==> src/rtl/register_stack_engine.sv <==
// rtl/register_stack_engine.sv - multi-register push/pop sequencer for maxicore32
//
// Spills a masked register set to a full-descending stack (push) or fills it
// back (pop). The register file performs all SP arithmetic; this block only
// issues dec/inc requests and uses the SP read port as the memory address.
//
// Ports:
//   clock, reset           rising-edge clock, asynchronous active-high reset
//   start, pop, mask,      operation request, sampled only while idle
//   sp_index
//   busy, done             not-idle flag, one-cycle completion pulse
//   rf_read_*              source register for a push
//   rf_sp_*                stack-pointer read port (index = latched sp_index)
//   rf_write*              register fill on pop
//   rf_inc, rf_dec,        stack-pointer adjust by SP_STEP
//   rf_incdec_index
//   mem_*                  32-bit memory bus: address, data, strobes, ready
//
// Build option: define REGSTACK_WAIT_EN to honour mem_ready; otherwise memory
// is taken as single-cycle and mem_ready is ignored.
module register_stack_engine #(
    parameter int SP_STEP = 4
) (
    input  logic        clock,
    input  logic        reset,
    input  logic        start,
    input  logic        pop,
    input  logic [15:0] mask,
    input  logic [3:0]  sp_index,
    output logic        busy,
    output logic        done,
    output logic [3:0]  rf_read_index,
    input  logic [31:0] rf_read_data,
    output logic [3:0]  rf_sp_index,
    input  logic [31:0] rf_sp_data,
    output logic        rf_write,
    output logic [3:0]  rf_write_index,
    output logic [31:0] rf_write_data,
    output logic        rf_inc,
    output logic        rf_dec,
    output logic [3:0]  rf_incdec_index,
    output logic [31:0] mem_address,
    output logic [31:0] mem_data_out,
    input  logic [31:0] mem_data_in,
    output logic        mem_read,
    output logic        mem_write,
    input  logic        mem_ready
);

    typedef enum logic [2:0] {
        S_IDLE,
        S_DEC,
        S_WRITE,
        S_READ,
        S_DONE
    } t_state;

    t_state      r_state;
    t_state      w_next_state;
    logic        r_pop;
    logic [3:0]  r_sp_index;
    logic [15:0] r_mask;

    logic [15:0] w_start_mask;
    logic [15:0] w_cur_onehot;
    logic [15:0] w_mask_left;
    logic [3:0]  w_hi_index;
    logic [3:0]  w_lo_index;
    logic [3:0]  w_cur_index;
    logic        w_ready;
    logic        w_unused_ready;
    logic [31:0] w_unused_step;

`ifdef REGSTACK_WAIT_EN
    assign w_ready        = mem_ready;
    assign w_unused_ready = 1'b0;
`else
    assign w_ready        = 1'b1;
    assign w_unused_ready = mem_ready;
`endif

    // The step itself is applied inside the register file.
    assign w_unused_step = 32'(SP_STEP);

    // The SP register is never part of the transfer set.
    assign w_start_mask = mask & ~(16'd1 << sp_index);

    // Push walks the mask from the top so that the lowest register ends up at
    // the lowest address; pop walks from the bottom to undo it.
    always_comb begin
        w_hi_index = 4'd0;
        w_lo_index = 4'd0;
        for (int i = 0; i < 16; i++) begin
            if (r_mask[i]) w_hi_index = i[3:0];
        end
        for (int i = 15; i >= 0; i--) begin
            if (r_mask[i]) w_lo_index = i[3:0];
        end
    end

    assign w_cur_index  = r_pop ? w_lo_index : w_hi_index;
    assign w_cur_onehot = 16'd1 << w_cur_index;
    assign w_mask_left  = r_mask & ~w_cur_onehot;
    assign rf_sp_index  = r_sp_index;

    always_ff @(posedge clock or posedge reset) begin
        if (reset) begin
            r_state <= S_IDLE;
        end else begin
            r_state <= w_next_state;
        end
    end

    always_ff @(posedge clock or posedge reset) begin
        if (reset) begin
            r_pop      <= 1'b0;
            r_sp_index <= 4'd0;
            r_mask     <= 16'd0;
        end else if (r_state == S_IDLE && start) begin
            r_pop      <= pop;
            r_sp_index <= sp_index;
            r_mask     <= w_start_mask;
        end else if ((r_state == S_WRITE || r_state == S_READ) && w_ready) begin
            r_mask     <= w_mask_left;
        end
    end

    always_comb begin
        w_next_state    = r_state;
        busy            = (r_state != S_IDLE);
        done            = 1'b0;
        rf_read_index   = 4'd0;
        rf_write        = 1'b0;
        rf_write_index  = 4'd0;
        rf_write_data   = 32'd0;
        rf_inc          = 1'b0;
        rf_dec          = 1'b0;
        rf_incdec_index = 4'd0;
        mem_address     = 32'd0;
        mem_data_out    = 32'd0;
        mem_read        = 1'b0;
        mem_write       = 1'b0;
        case (r_state)
            S_IDLE: begin
                if (start) begin
                    if (w_start_mask == 16'd0) w_next_state = S_DONE;
                    else if (pop)              w_next_state = S_READ;
                    else                       w_next_state = S_DEC;
                end
            end
            S_DEC: begin
                rf_dec          = 1'b1;
                rf_incdec_index = r_sp_index;
                w_next_state    = S_WRITE;
            end
            S_WRITE: begin
                // SP was decremented on the previous edge, so it already
                // points at the free slot.
                mem_address   = rf_sp_data;
                rf_read_index = w_cur_index;
                mem_data_out  = rf_read_data;
                mem_write     = 1'b1;
                if (w_ready) begin
                    w_next_state = (w_mask_left == 16'd0) ? S_DONE : S_DEC;
                end
            end
            S_READ: begin
                mem_address = rf_sp_data;
                mem_read    = 1'b1;
                if (w_ready) begin
                    // Fill and SP increment retire on the same edge; the SP
                    // is excluded from the mask so the indices never collide.
                    rf_write        = 1'b1;
                    rf_write_index  = w_cur_index;
                    rf_write_data   = mem_data_in;
                    rf_inc          = 1'b1;
                    rf_incdec_index = r_sp_index;
                    w_next_state    = (w_mask_left == 16'd0) ? S_DONE : S_READ;
                end
            end
            S_DONE: begin
                done         = 1'b1;
                w_next_state = S_IDLE;
            end
            default: begin
                w_next_state = S_IDLE;
            end
        endcase
    end

endmodule

==> config.mk <==
export PLATFORM = sky130hd
export DESIGN_NAME = register_stack_engine
export DESIGN_NICKNAME = d
export VERILOG_FILES = /design/src/rtl/register_stack_engine.sv
export SDC_FILE = /design/constraint.sdc
export NUM_CORES = 1
export LEC_CHECK = 0
export ABC_AREA = 0
export CORE_MARGIN = 2
export CORE_UTILIZATION = 35
export CTS_CLUSTER_SIZE = 25
export DETAILED_ROUTE_END_ITERATION = 7
export PLACE_DENSITY = 0.84
export SYNTH_ARGS = -nofsm -noshare
export SYNTH_HDL_FRONTEND = slang
export SYNTH_SLANG_ARGS = --single-unit
==> constraint.sdc <==
create_clock -name clock -period 9.4 [get_ports clock]
set_clock_uncertainty 0.2 [all_clocks]
set_input_delay 2.82 -clock clock [delete_from_list [all_inputs] [get_ports clock]]
set_output_delay 2.82 -clock clock [all_outputs]
set_load 0.03 [all_outputs]
==> impl_summary.txt <==
----------------------------------------------------
[Floorplan]
  Initial Util ... 0.3606
  Core Area ... approximately 7700 um2
  Top-level port count ... 240
  Number of rows in the core area ... 32
  Die height ... around 93 um
  Total die area ... between 8000 and 9000 um2
  Die outline width ... ~93 um

[Place]
  Port Buffer Count ... between 200 and 250
  Pre-CTS setup slack ... between 2 and 2.5 ns
  Detail Placement HPWL ... about 11 mm
  GPL Wtd Cong ... just over 0.9

[Setup path]
  Slack of the worst reg-to-reg path ... around 6.0 ns
  Signal arrival time at the worst endpoint ... about 4.2 ns
  Critical Setup Path Class ... input pin to primary output
  Critical path's largest stage delay ... approximately 0.70 ns
  Startpoint type of the worst setup path ... input pin
  Dominant cell type by count on the critical path ... clkdlybuf4s50_1
  Worst r2r path cells ... 8
  Cell with the largest stage delay on the worst path ... clkdlybuf4s50_1
  Critical path, cell by cell ... clkdlybuf4s50_1 > and3_1 > clkdlybuf4s50_1
  Crit path capture type ... primary output
  Reg-to-Reg End ... r_state[1]$_DFFE_PP0P_
  R2R Path Start ... r_mask[11]$_DFFE_PP0P_
  Top fanout value on the critical path ... 1
  Required arrival time at the worst endpoint ... between 6 and 7 ns

[GRT]
  Remaining global-route overflow ... 0
  Pin count of the biggest net entering global routing ... 40
  Wire length of the first global-routing pass ... between 15 and 20 mm
  Global routing usage summed across all routing layers ... 0.2938
  Via count of the first global-routing pass ... 3,602
  Initial antenna violation count ... 2

[Min path]
  Worst min-delay path category ... flop to flop
  Worst Hold Launch ... rf_sp_index[3]$_DFFE_PP0P_
  Destination of the worst hold path ... rf_sp_index[3]$_DFFE_PP0P_
  Min-Delay Path Depth ... 2

[Final layout]
  Final net count ... 721
  Fraction of final layout cells with drive strength greater than 1 ... 0.04174
  Leading cell type in the layout, fill and taps excluded ... clkdlybuf4s50_1
  Area Growth Syn to Fin ... 85.63%
  Most frequent cells in the layout ... clkdlybuf4s50_1, and2_1, o21ai_0
  Layout fillers ... 644

[STA]
  Max Transition Viols Final ... 0
  Total negative setup slack ... 0 ns
  Relative slew slack ... 0.2934
  Worst-case hold slack ... between 0.3 and 0.4 ns
  RSZ-0062 raised after global routing ... no
  Final cycle utilization of the critical path ... 0.7687
  Final setup margin ... 2.174 ns
  Final Hold Fails ... 0
  Pin slew with the least headroom to its limit ... 1.055 ns
  Final critical-path required period ... 7.226 ns
  Total of endpoints with negative setup slack in the final report ... 0
  Fmax ... around 0.14 GHz

[Routing]
  Via count of the routed design ... 3,915
  Post-detailed-route via-to-cell ratio ... 5.569
  Count of antenna-violating nets left after detailed routing ... 0
  Detail-routed net length per standard cell ... ~19 um
  Initial DRT Pass Iterations ... 5
  Routed wire length ... between 10 and 15 mm
  First DRT Iteration DRCs ... 252
  DRC violations left ... 0

[Pwr]
  Max IR drop VDD ... 0.0002067 V
  Static leakage ... between 2 and 2.5 nW
  Total power density per cell area ... ~340 nW/um2

[Clock network]
  CTS max path bufs ... 2
  TritonCTS sink count ... 24
  CTS tree ... yes
  Post-CTS resize count ... 0
  Number of H-tree branching levels ... 1
  Clk root buf ... clkbuf_8
  Worst-Skew Late Latency ... 0.27 ns
  Hold buffer count at cts ... 0
  Post-CTS setup repair buffer count ... 0
  Num CTS Buffers ... 3
  Clock slew at the register clock pins of the worst setup and hold paths ... about 0.08 ns

[Yosys]
  EDFF count, synth ... 0
  Proportion of synthesized chip area in sequential cells ... 0.2155
  Async S/R FF share, synth ... 1.000
  Avg Cell Area, Syn ... 7.163 um2
  Number of distinct library cells after synthesis ... 59
  Synthesized Nets ... 510
  Synth Warn # ... 0
  Cell area after synthesis ... 2786 um2
  Cell count after synthesis ... between 300 and 400
  Top flip-flop cell by instance count after synthesis ... dfrtp_1
  Flop and latch count out of synthesis ... 24

[Flow run]
  Max-cap violations ... 0

[Status]
  Run status ... finished, final reports clean

----------------------------------------------------
==> where the power goes <==
part	leakage (nW)	total [mW]	internal, mW	switching (mW)
registers	0.310	0.240	0.143	0.0976
clock network	0.0288	0.0683	0.0374	0.0309
logic	1.69	1.43	0.568	0.859
==> final cells by class <==
class,instances,area (um2),area share
inverter,10,37.54,0.007257
sequential,24,600.6,0.1161
multi-input combinational,321,1949,0.3769
timing repair buffer,240,2397,0.4635
tap,102,127.6,0.02467
antenna,2,5.005,0.0009676
clock buffer,4,55.05,0.01064
==> flip-flops by register name (all words and copies together), names as in the netlist <==
name,cells
r_state,3
r_pop,1
rf_sp_index,4
r_mask,16
==> per-layer routing <==
metal,wire length [um],vias up,track usage
met5,0,-,0
met4,804,0,0.1801
met3,967,41,0.02901
met2,6601,254,0.5228
met1,4977,1802,0.3363
li1,-,1818,-
==> critical path: cells and delay by family <==
kind | cells | cell delay [ns]
simple gates | 1 | 0.23
buf+inv | 2 | 1.15
==> through the flow <==
step	area, um2	std cells	power [mW]	util
3_5_place_dp	5112	697	1.648	0.6616
4_1_cts	5167	701	1.720	0.6687
2_1_floorplan	2786	389	1.165	-
6_report	5172	703	1.735	0.6694
3_3_place_gp	5112	697	1.621	0.6616
5_1_grt	5172	703	1.832	0.6694
==> cell usage after synthesis, drive strengths merged (2+ instances only) <==
| cell type | n | area (um2) |
|---|---|---|
| and2 | 73 | 459.2 |
| o21ai | 44 | 220.2 |
| and3 | 32 | 200.2 |
| nand2 | 32 | 122.6 |
| nor2 | 30 | 112.6 |
| clkbuf | 25 | 123.9 |
| dfrtp | 24 | 600.6 |
| inv | 10 | 37.54 |
| nor3 | 10 | 50.05 |
| buf | 9 | 80.07 |
| nor4 | 9 | 83.83 |
| o211ai | 7 | 52.55 |
| o311ai | 7 | 61.31 |
| nand2b | 6 | 37.54 |
| a31oi | 5 | 31.28 |
| o31a | 5 | 47.55 |
| or3 | 5 | 33.78 |
| a211oi | 4 | 30.03 |
| o22a | 4 | 36.29 |
| o32ai | 4 | 35.03 |
| a21oi | 3 | 15.01 |
| nand3 | 3 | 15.01 |
| nor2b | 3 | 18.77 |
| nor3b | 3 | 27.52 |
| o21a | 3 | 22.52 |
| o22ai | 3 | 18.77 |
| o2bb2ai | 3 | 26.28 |
| or2 | 3 | 18.77 |
| a22oi | 2 | 15.01 |
| nand4 | 2 | 12.51 |
| o31ai | 2 | 15.01 |
==> worst max path at each step <==
stage | from | endpoint | cells past startpoint
2_1_floorplan | mem_data_in[0] | rf_write_data[0] | 1
3_3_place_gp | mem_data_in[5] | rf_write_data[5] | 3
3_5_place_dp | mem_data_in[3] | rf_write_data[3] | 3
4_1_cts | mem_data_in[3] | rf_write_data[3] | 3
5_1_grt | mem_data_in[9] | rf_write_data[9] | 3
6_report | mem_data_in[4] | rf_write_data[4] | 3
==> kinds of logic (layout without fill, tap and decap cells) <==
group | Yosys count | in the layout | synth area share
DFF | 24 | 24 | 0.2155
other | 0 | 2 | 0
AOI/OAI and AO/OA | 106 | 106 | 0.2573
buffers and inverters | 44 | 254 | 0.08666
and+or+nand+nor | 215 | 215 | 0.4405
Note: power is estimated with default switching activity, not from simulation.
